===== config.mk =====
export PLATFORM = sky130hd
export DESIGN_NAME = countermod_n
export DESIGN_NICKNAME = d
export VERILOG_FILES = /design/src/rtl/counter_pkg.sv /design/src/rtl/prescaler.sv /design/src/rtl/countermod_n.sv
export SDC_FILE = /design/constraint.sdc
export NUM_CORES = 1
export LEC_CHECK = 0
export ABC_AREA = 1
export CAP_MARGIN = 20
export CORE_AREA = 2 2 39 41
export CTS_BUF_LIST = sky130_fd_sc_hd__clkbuf_4 sky130_fd_sc_hd__clkbuf_8
export DETAILED_ROUTE_END_ITERATION = 16
export DIE_AREA = 0 0 41 43
export PLACE_DENSITY_LB_ADDON = 0.05
export SYNTH_ARGS = -nofsm -noshare
export SYNTH_HDL_FRONTEND = slang
export SYNTH_HIERARCHICAL = 1
export SYNTH_SLANG_ARGS = --single-unit

===== constraint.sdc =====
create_clock -name clock -period 1.2 [get_ports clock]
set_input_delay 0.24 -clock clock [delete_from_list [all_inputs] [get_ports clock]]
set_output_delay 0.24 -clock clock [all_outputs]
set_load 0.01 [all_outputs]

===== src/rtl/counter_pkg.sv =====
// Shared types and constants for the modulo-N counter family.
package counter_pkg;

  typedef enum logic {
    MODE_WRAP = 1'b0,
    MODE_SAT  = 1'b1
  } count_mode_t;

  localparam logic DIR_UP   = 1'b1;
  localparam logic DIR_DOWN = 1'b0;

endpackage


===== src/rtl/prescaler.sv =====
// Enable prescaler: emits a one-cycle tick once every PRESCALE enabled cycles.
module prescaler #(
  parameter int PRESCALE = 1
) (
  input  logic clock,
  input  logic reset,
  input  logic enable,
  input  logic clear,
  output logic tick
);

  generate
    if (PRESCALE == 1) begin : g_bypass
      logic unused_bypass;
      assign unused_bypass = ^{clock, reset, clear};
      assign tick          = enable;
    end else begin : g_count
      localparam int PW = $clog2(PRESCALE);
      localparam logic [PW-1:0] LAST = PW'(PRESCALE - 1);

      logic [PW-1:0] pc_q, pc_d;

      // enable low freezes the count rather than clearing it
      always_comb begin
        pc_d = pc_q;
        if (clear) begin
          pc_d = '0;
        end else if (enable) begin
          pc_d = (pc_q == LAST) ? '0 : pc_q + PW'(1);
        end
      end

      always_ff @(posedge clock or negedge reset) begin
        if (!reset) begin
          pc_q <= '0;
        end else begin
          pc_q <= pc_d;
        end
      end

      assign tick = enable && (pc_q == LAST);
    end
  endgenerate

endmodule


===== src/rtl/countermod_n.sv =====
// Modulo-N up/down counter with prescaler, parallel load, wrap/saturate and cascade flags.
module countermod_n
  import counter_pkg::*;
#(
  parameter int MODULUS     = 4,
  parameter int WIDTH       = $clog2(MODULUS),
  parameter int PRESCALE    = 1,
  parameter int RESET_VALUE = 0
) (
  input  logic             clock,
  input  logic             reset,
  input  logic             enable,
  input  logic             up_down,
  input  logic             mode,
  input  logic             load,
  input  logic [WIDTH-1:0] load_value,
  output logic [WIDTH-1:0] value,
  output logic             terminal,
  output logic             carry,
  output logic             tick
);

  localparam logic [WIDTH-1:0] MAX_V   = WIDTH'(MODULUS - 1);
  localparam logic [WIDTH-1:0] RST_V   = WIDTH'(RESET_VALUE);
  localparam logic [WIDTH:0]   MOD_EXT = (WIDTH+1)'(MODULUS);

  logic [WIDTH-1:0] value_q, value_d;
  logic             carry_q, carry_d;
  count_mode_t      mode_e;

  assign mode_e = count_mode_t'(mode);

  prescaler #(
    .PRESCALE(PRESCALE)
  ) u_prescaler (
    .clock (clock),
    .reset (reset),
    .enable(enable),
    .clear (load),
    .tick  (tick)
  );

  // Wrap is detected by comparing against the limits so non-power-of-2
  // moduli never pass through out-of-range codes.
  always_comb begin
    value_d = value_q;
    carry_d = 1'b0;
    if (load) begin
      value_d = ({1'b0, load_value} >= MOD_EXT) ? MAX_V : load_value;
    end else if (tick) begin
      if (up_down == DIR_UP) begin
        if (value_q != MAX_V) begin
          value_d = value_q + WIDTH'(1);
        end else if (mode_e == MODE_WRAP) begin
          value_d = '0;
          carry_d = 1'b1;
        end
      end else begin
        if (value_q != '0) begin
          value_d = value_q - WIDTH'(1);
        end else if (mode_e == MODE_WRAP) begin
          value_d = MAX_V;
          carry_d = 1'b1;
        end
      end
    end
  end

  always_ff @(posedge clock or negedge reset) begin
    if (!reset) begin
      value_q <= RST_V;
      carry_q <= 1'b0;
    end else begin
      value_q <= value_d;
      carry_q <= carry_d;
    end
  end

  assign value    = value_q;
  assign carry    = carry_q;
  assign terminal = (up_down == DIR_DOWN) ? (value_q == '0) : (value_q == MAX_V);

endmodule


# After elaboration in Yosys (flattened, before gate mapping)
# Cells that the tools add are included.
totals:
  wordCells: 26
  regBits: 3
classes:
  reduce_logical: 4
  mux: 14
  n_eq_ne: 4
  n_addsub: 2
op_table:
  columns: ["op", "n"]
  rows:
  - ["two-way mux 2 bit", 7]
  - ["!= test 4 x 2 -> 1 bit, second input constant", 2]
  - ["two-way mux 1 bit", 7]
  - ["nonzero test 2 bit", 2]
  - ["AND reduction 3 bit", 1]
  - ["adder 2 x 1 -> 2 bit, second input constant", 1]
  - ["equality test 2 bit, second input constant", 1]
  - ["logical NOT 2 bit", 1]
  - ["!= test 2 bit, second input constant", 1]
  - ["subtractor 2 x 1 -> 2 bit, second input constant", 1]

# Longest topological paths before layout
# Gate-level depths: netlist (run 1).
depth:
  word_depth: 5
  depth_mapped: 8

# Hierarchy
# The synthesis (run 1) kept the hierarchy.
by_module_without_submodules:
  columns: ["module", "seq_area_each_um2", "area_each_um2", "cells_each", "instances"]
  rows:
  - ["countermod_n", 75.1, 267.8, 46, 1]
  - ["prescaler", 0.0, 7.5, 1, 1]

# Worst setup path after synthesis (run 1)
# Ideal clock, no wire load.
synth_path:
  kind: "reg-to-reg"
  start: "register value_q[0], in the netlist value[0]"
  end: "register value_q[1], in the netlist value[1]"
  path_stages_with_launch: 9
  arrival_ns: 1.057
  synth_period_minus_slack_ns: 1.173
  t_required_ns: 1.084
  path_slack_ns: 0.027
  setup_ns: 0.116
  cell_sequence: "dfrtp_1 inv_1 ha_1 inv_1 nand2_1 nand3_1 nand2_1 nand2_1 nand2_1"
synth_via:
  elab_chain_cells: 5
synth_rtl:
  columns: ["element", "line_no", "source"]
  rows:
  - ["from (decl)", "countermod_n.sv:27", "logic [WIDTH-1:0] value_q, value_d;"]
  - ["from (signal assigned)", "countermod_n.sv:74", "value_q <= value_d;"]
  - ["subtractor 2 x 1 -> 2 bit, or another cell as far along", "countermod_n.sv:60", "value_d = value_q - WIDTH'(1);"]
  - ["two-way mux 2 bit (on tied branches)", "countermod_n.sv:59, countermod_n.sv:52", null]
  - ["two-way mux 2 bit", "countermod_n.sv:51", "if (up_down == DIR_UP) begin"]
  - ["two-way mux 2 bit", "countermod_n.sv:50", "end else if (tick) begin"]
  - ["two-way mux 2 bit", "countermod_n.sv:48", "if (load) begin"]
# Parallel ways exist; a longest one is shown, timed or not. The select of a mux whose other input is x is not followed.
# A chain may end at the register's enable or synchronous reset.

# Worst setup path in the final report (run 1)
layout_path:
  start: "register value_q[1], in the netlist value[1]"
  end: "output terminal"
layout_via:
  elab_chain_cells: 2
layout_rtl:
  columns: ["element", "line_no", "source"]
  rows:
  - ["equality test 2 bit / logical NOT 2 bit (equally long branches)", "countermod_n.sv:81", "assign terminal = (up_down == DIR_DOWN) ? (value_q == '0) : (value_q == MAX_V);"]
  - ["two-way mux 1 bit (*)", "countermod_n.sv:81", null]
  - ["to (decl)", "countermod_n.sv:18", "output logic terminal,"]
# Every way passes the cells marked *; elsewhere a longest branch is shown, timed or not.

==> results.cfg, run 1 <==
[outcome]
outcome = complete, but fails checks
violations = negative setup slack

[detailed_routing]
finalWirelength_microns = 848
detailedRoute.firstIterationViolations = 4
routed_len_inst_microns = 9.64
remaining_drc_errors = 0
ant_nets = 0
drt_pre_antenna_iters = 4
route.vias.total = 346
drt_via_density = 3.93

[global_route]
antenna_found_initial = 0
grt_usage_pct = 10.4
via_count_of_the_first_global_routing_pass = 326
grt_pass1_wl_mm = 1.17
grt_max_degree = 5
grt_overflow_total = 0

[timing]
final_min_period_over_clock_period_pct = 112
timing.final.hold_violations = 0
post-route-worst-setup-slack_ns = -0.142
timing.slew.headroom_pct = 89.4
worst_slew_pin_slew_ns = 0.159
rsz0062_at_grt = true
number_of_pins_with_negative_max_slew_slack_in_the_final_report = 0
setup_viol_count_final = 3
final.min_clock_period_ns = 1.34
maximum_clock_skew_at_final_layout_ns = 0.00255
fmaxAchievable_ghz = 0.745

[clock_network]
worst_skew_pair.late_latency_ns = 0.23
cts.sink_count = 3
number_of_buffers_on_the_longest_clock_path = 2
cts_inserted_buffers = 3
clk_root_buffer_cell = sky130_fd_sc_hd__clkbuf_4
cts_tree = built
cts_hold_buffers = 0
worst_setup_hold_path_clk_slew_ns = 0.04
cts_max_level = 1

[synthesis]
synthDistinctLibCells = 12
postSynthAreaPerCell_sq_um = 5.86
netlist.top_cell.by_area = sky130_fd_sc_hd__nand2_1
yosysSeqAreaShare_pct = 27.3
proportion_of_netlist_area_held_by_the_largest_area_contributor_pct = 28.6
post_synth_instance_area_sq_um = 275
yosys-top-cells-area = sky130_fd_sc_hd__nand2_1, sky130_fd_sc_hd__dfrtp_1, sky130_fd_sc_hd__inv_1
syn_nets = 57
post_synth_inst_count = 47
ffs_latches_synth = 3
synth.yosys.warnings = 6

[finish]
finish.utilization_pct = 38.5
fin_nets = 83
drive_above_1_share_pct = 40.3
diodes = 0
fillers = 170
area.growth.synth_to_final_pct = 93.6
most_used_cells_in_the_layout_excluding_fill_and_tap_cells = sky130_fd_sc_hd__nand2_1, sky130_fd_sc_hd__buf_4, sky130_fd_sc_hd__inv_1
layout.cells.most_common = sky130_fd_sc_hd__nand2_1

[setup_path]
timing.setup.critical_path_class = register to output port
startpoint_type = register
worstPathArrival_ns = 1.10
path_max_fanout = 3
cpMaxStageDelayCell = sky130_fd_sc_hd__dfrtp_1
cp_slowest_stage_delay_ns = 0.40
endpoint_kind = output port
path_cells = inv_1, ha_4, nand2_2, nand2_1, buf_2
worst_ep_required_time_ns = 0.96

[floorplanning]
core-area_sq_um = 1380
die_w_microns = 41
die_y_microns = 43
die_area_sq_um = 1760
start_util_pct = 19.9
rows = 14
num_io_pins = 13

[pwr]
ir_drop_mv = 0.317
power_density_nw_per_um2 = 1250
leakage_nw = 0.326
power.total_mw = 0.664

[place]
place_congestion = 0.720
placement.io_buffers = 12
dp_hpwl_microns = 652

[hold_path]
min_path_type = input pin to async pin

[job]
max_cap_violations = 0
-- worst max-delay path: cells and delay by family, from the launching register on --
kind	cells	cell delay [ns]
adders and majority gates	1	0.15
and+or+nand+nor	2	0.10
DFF	1	0.40
buffers and inverters	2	0.23
-- final timing paths --
kind,from,to,slack (ns),cells after the start
max in group asynchronous,reset,value[1]$_DFFE_PN0P_,0.85,1
worst max register to register,value[0]$_DFFE_PN0P_,value[0]$_DFFE_PN0P_,-0.06,9
worst max-delay path,value[1]$_DFFE_PN0P_,terminal,-0.14,5
worst min-delay path,reset,carry$_DFF_PN0_,0.19,1
min in group clock,up_down,carry$_DFF_PN0_,0.44,4
worst min register to register,value[1]$_DFFE_PN0P_,value[1]$_DFFE_PN0P_,0.64,3
-- synth_stat cells --
master and instances:
sky130_fd_sc_hd__nand2_2 1, sky130_fd_sc_hd__dfrtp_1 3, sky130_fd_sc_hd__nor2_2 1, sky130_fd_sc_hd__nand3_1 4
sky130_fd_sc_hd__inv_1 9, sky130_fd_sc_hd__or2_1 1, sky130_fd_sc_hd__nand2_1 21, sky130_fd_sc_hd__a21oi_1 1
sky130_fd_sc_hd__ha_1 2, sky130_fd_sc_hd__nor2_1 2, sky130_fd_sc_hd__buf_4 1, sky130_fd_sc_hd__inv_2 1
-- final cells by class --
cell class | instances | area (sq um) | share of cell area, %
Clock buffer | 4 | 30.0 | 5.63
Inverter | 10 | 37.5 | 7.04
Multi-Input combinational cell | 33 | 190 | 35.7
Sequential cell | 3 | 75.1 | 14.1
Tap cell | 16 | 20.0 | 3.76
Timing Repair Buffer | 22 | 180 | 33.8
-- flip-flops by register name, summed over array words and instances, names as in the netlist --
| signal | flops |
|---|---|
| value | 2 |
| carry | 1 |
-- stage by stage --
step | hold WS [ns] | setup TNS (ns) | setup WS [ns] | instances | instance area (sq um)
6_report | 0.195 | -0.236 | -0.142 | 88 | 533
5_1_grt | 0.207 | -0.559 | -0.194 | 88 | 533
4_1_cts | 0.192 | -0.418 | -0.178 | 89 | 518
3_5_place_dp | 0.445 | -1.36 | -0.476 | 83 | 475
3_3_place_gp | 0.436 | -1.30 | -0.461 | 83 | 475
2_1_floorplan | -0.0556 | 0 | 0.0268 | 47 | 275
-- what timing repair did --
action | in CTS | in global routing
gates resized for setup | 15 | 10
cloned | 0 | 0
buffers inserted | 2 | 0
endpoints found under the setup margin | 7 | 5
pin swaps | 5 | 6
-- kinds of logic (layout without fill, tap and decap cells) --
logic type	after synthesis	after routing	share of synthesized area, %
AOI/OAI and AO/OA	1	1	1.82
adders and majority gates	2	2	9.09
and+or+nand+nor	30	30	45.5
DFF	3	3	27.3
buffers and inverters	11	36	16.4
-- power by group --
part	switching, mW	internal, mW	total [mW]
clock	0.0540	0.147	0.201
combinational	0.153	0.175	0.328
sequential	0.0166	0.118	0.135
-- routing by layer --
metal  track usage [%]  wire length, microns  part of all wire, %  vias up
li1                  -                     -                    -      186
met1              10.9                   306                   36      150
met2              16.3                   501                   59       10
met3                 0                    40                  4.7        0
met4              12.0                     0                    0        0
met5                 0                     0                    0        -
Power figures use the tool's default switching activity.
==> run 2, diff against run 1 <==
--- a/config.mk
+++ b/config.mk
@@ -9,6 +9,7 @@
 export CAP_MARGIN = 20
 export CORE_AREA = 2 2 39 41
 export CTS_BUF_LIST = sky130_fd_sc_hd__clkbuf_4 sky130_fd_sc_hd__clkbuf_8
+export CTS_CLUSTER_SIZE = 14
 export DETAILED_ROUTE_END_ITERATION = 16
 export DIE_AREA = 0 0 41 43
 export PLACE_DENSITY_LB_ADDON = 0.05
==> results of run 2 <==
The final DEF is identical to that of run 1; final timing and power are the same.
==> run 3, diff against run 2 <==
--- a/config.mk
+++ b/config.mk
@@ -12,7 +12,6 @@
 export CTS_CLUSTER_SIZE = 14
 export DETAILED_ROUTE_END_ITERATION = 16
 export DIE_AREA = 0 0 41 43
-export PLACE_DENSITY_LB_ADDON = 0.05
 export SYNTH_ARGS = -nofsm -noshare
 export SYNTH_HDL_FRONTEND = slang
 export SYNTH_HIERARCHICAL = 1
==> run 3 against run 2 <==
The flow still finishes with violations (negative setup slack). Via count is 5.2% higher. Largest cell class unchanged. Clock power is 3% lower. Combinational power hardly changed. Die area stayed put. Critical path type unchanged. Sequential cell count stayed put. Setup slack better by 0.019 ns. Register-to-register slack worse by 0.05 ns. Critical path depth stayed put.
==> results.cfg, run 3 (synthesized netlist as in run 1, its figures left out) <==
[finish]
layout.cells.most_common = sky130_fd_sc_hd__nand2_1
largest_register_ffs = 2
fin_nets = 85
most_used_cells_in_the_layout_excluding_fill_and_tap_cells = sky130_fd_sc_hd__nand2_1, sky130_fd_sc_hd__buf_4, sky130_fd_sc_hd__inv_1, sky130_fd_sc_hd__clkdlybuf4s50_1, sky130_fd_sc_hd__nand2_2
area.growth.synth_to_final_pct = 96.4
diodes = 0
drive_above_1_share_pct = 44.6

[clock_network]
cts_hold_buffers = 0
cts_inserted_buffers = 3
worst_setup_hold_path_clk_slew_ns = 0.04
cts.sink_count = 3
clk_root_buffer_cell = sky130_fd_sc_hd__clkbuf_4
cts_max_level = 1
number_of_buffers_on_the_longest_clock_path = 2
worst_skew_pair.late_latency_ns = 0.23
cts_tree = built

[timing]
post-route-worst-setup-slack_ns = -0.123
final_min_period_over_clock_period_pct = 110
fmaxAchievable_ghz = 0.756
maximum_clock_skew_at_final_layout_ns = 0.00217
rsz0062_at_grt = true
worst_slew_pin_slew_ns = 0.153
setup_viol_count_final = 3
timing.final.hold_violations = 0
final.min_clock_period_ns = 1.32
number_of_pins_with_negative_max_slew_slack_in_the_final_report = 0
timing.slew.headroom_pct = 89.8

[floorplanning]
die_w_microns = 41
die_y_microns = 43
rows = 14
core-area_sq_um = 1380
die_area_sq_um = 1760
start_util_pct = 19.9
num_io_pins = 13

[place]
dp_hpwl_microns = 532
placement.io_buffers = 12
place_congestion = 0.792
dp_worst_setup_slack_ns = -0.449

[setup_path]
path_max_fanout = 3
path_cells = inv_1, ha_4, nand2_2, nand2_1, buf_2
cpMaxStageDelayCell = sky130_fd_sc_hd__dfrtp_1
r2r_slack_ns = -0.11
worst_ep_required_time_ns = 0.96
cp_slowest_stage_delay_ns = 0.39
timing.setup.critical_path_class = register to output port
startpoint_type = register
endpoint_kind = output port
worstPathArrival_ns = 1.08

[detailed_routing]
routed_len_inst_microns = 8.00
remaining_drc_errors = 0
ant_nets = 0
drt_pre_antenna_iters = 4
drt_via_density = 4.04
finalWirelength_microns = 720
detailedRoute.firstIterationViolations = 3
route.vias.total = 364

[global_route]
antenna_found_initial = 0
grt_pass1_wl_mm = 1.21
grt_usage_pct = 10.3
grtUsageMet1_pct = 11.5
global_route.usage.met3_pct = 5.24
grt_overflow_total = 0
met2_usage_in_global_routing_pct = 13.8
grt-busiest-layer = met2
via_count_of_the_first_global_routing_pass = 343
grt_max_degree = 5

[pwr]
power.total_mw = 0.654
ir_drop_mv = 0.304
power_density_nw_per_um2 = 1210
leakage_nw = 0.319

[outcome]
outcome = complete, but fails checks
violations = negative setup slack

[hold_path]
min_path_type = input pin to async pin

[job]
max_cap_violations = 0
-- run 3: changes by cell type in the layout (fill, tap and decap cells not counted), sizes merged --
| cell | delta |
|---|---|
| buf | +3 |
| clkdlybuf4s50 | +1 |
| dlygate4sd2 | -1 |
| dlymetal6s2s | -1 |
-- run 3: per-layer routing --
metal	vias up	part of all wire, %
li1	193	-
met1	156	39
met2	13	52
met3	2	7.2
met4	0	1.1
met5	-	0
-- run 3: layout make-up --
| class | count | area [sq um] |
|---|---|---|
| Tap cell | 16 | 20.0 |
| Clock buffer | 4 | 30.0 |
| Fill cell | 153 | 843 |
| Sequential cell | 3 | 75.1 |
| Inverter | 10 | 37.5 |
| Multi-Input combinational cell | 33 | 189 |
| Timing Repair Buffer | 24 | 189 |
-- run 3: worst paths after layout --
path                                            from                   end  cells after the start
worst max-delay path            value[1]$_DFFE_PN0P_              terminal                      5
worst min-delay path                           reset  value[1]$_DFFE_PN0P_                      1
worst max register to register  value[1]$_DFFE_PN0P_  value[1]$_DFFE_PN0P_                     10
worst min register to register  value[1]$_DFFE_PN0P_  value[1]$_DFFE_PN0P_                      3
max in group asynchronous                      reset  value[0]$_DFFE_PN0P_                      1
min in group clock              value[1]$_DFFE_PN0P_  value[1]$_DFFE_PN0P_                      3
-- run 3: where the power goes --
part | switching [mW] | total (mW) | internal, mW
clock | 0.0474 | 0.194 | 0.147
sequential | 0.0154 | 0.134 | 0.118
combinational | 0.147 | 0.326 | 0.179
-- run 3: metrics by stage --
stage / instances / TNS, ns / utilization, % / hold slack [ns] / instance area [sq um]
after CTS: 89 / -0.349 / 37.3 / 0.190 / 517
after global routing: 90 / -0.581 / 39.1 / 0.193 / 541
after floorplan: 47 / 0 / - / -0.0556 / 275
final: 90 / -0.327 / 39.1 / 0.196 / 541
after global placement: 83 / -1.16 / 34.4 / 0.431 / 475
after detailed placement: 83 / -1.23 / 34.4 / 0.434 / 475
-- run 3: critical path: cells and delay by family, from the launching register on --
kind          cells  cell delay, ns
buf+inv           2            0.22
simple gates      2            0.10
fa+ha+maj         1            0.14
flops             1            0.39
-- run 3: repair_timing --
| item | 4_1_cts | 5_1_grt |
|---|---|---|
| resized for setup | 19 | 8 |
| setup buffers | 3 | 1 |
| pin swaps | 6 | 5 |
| endpoints found under the setup margin | 7 | 5 |
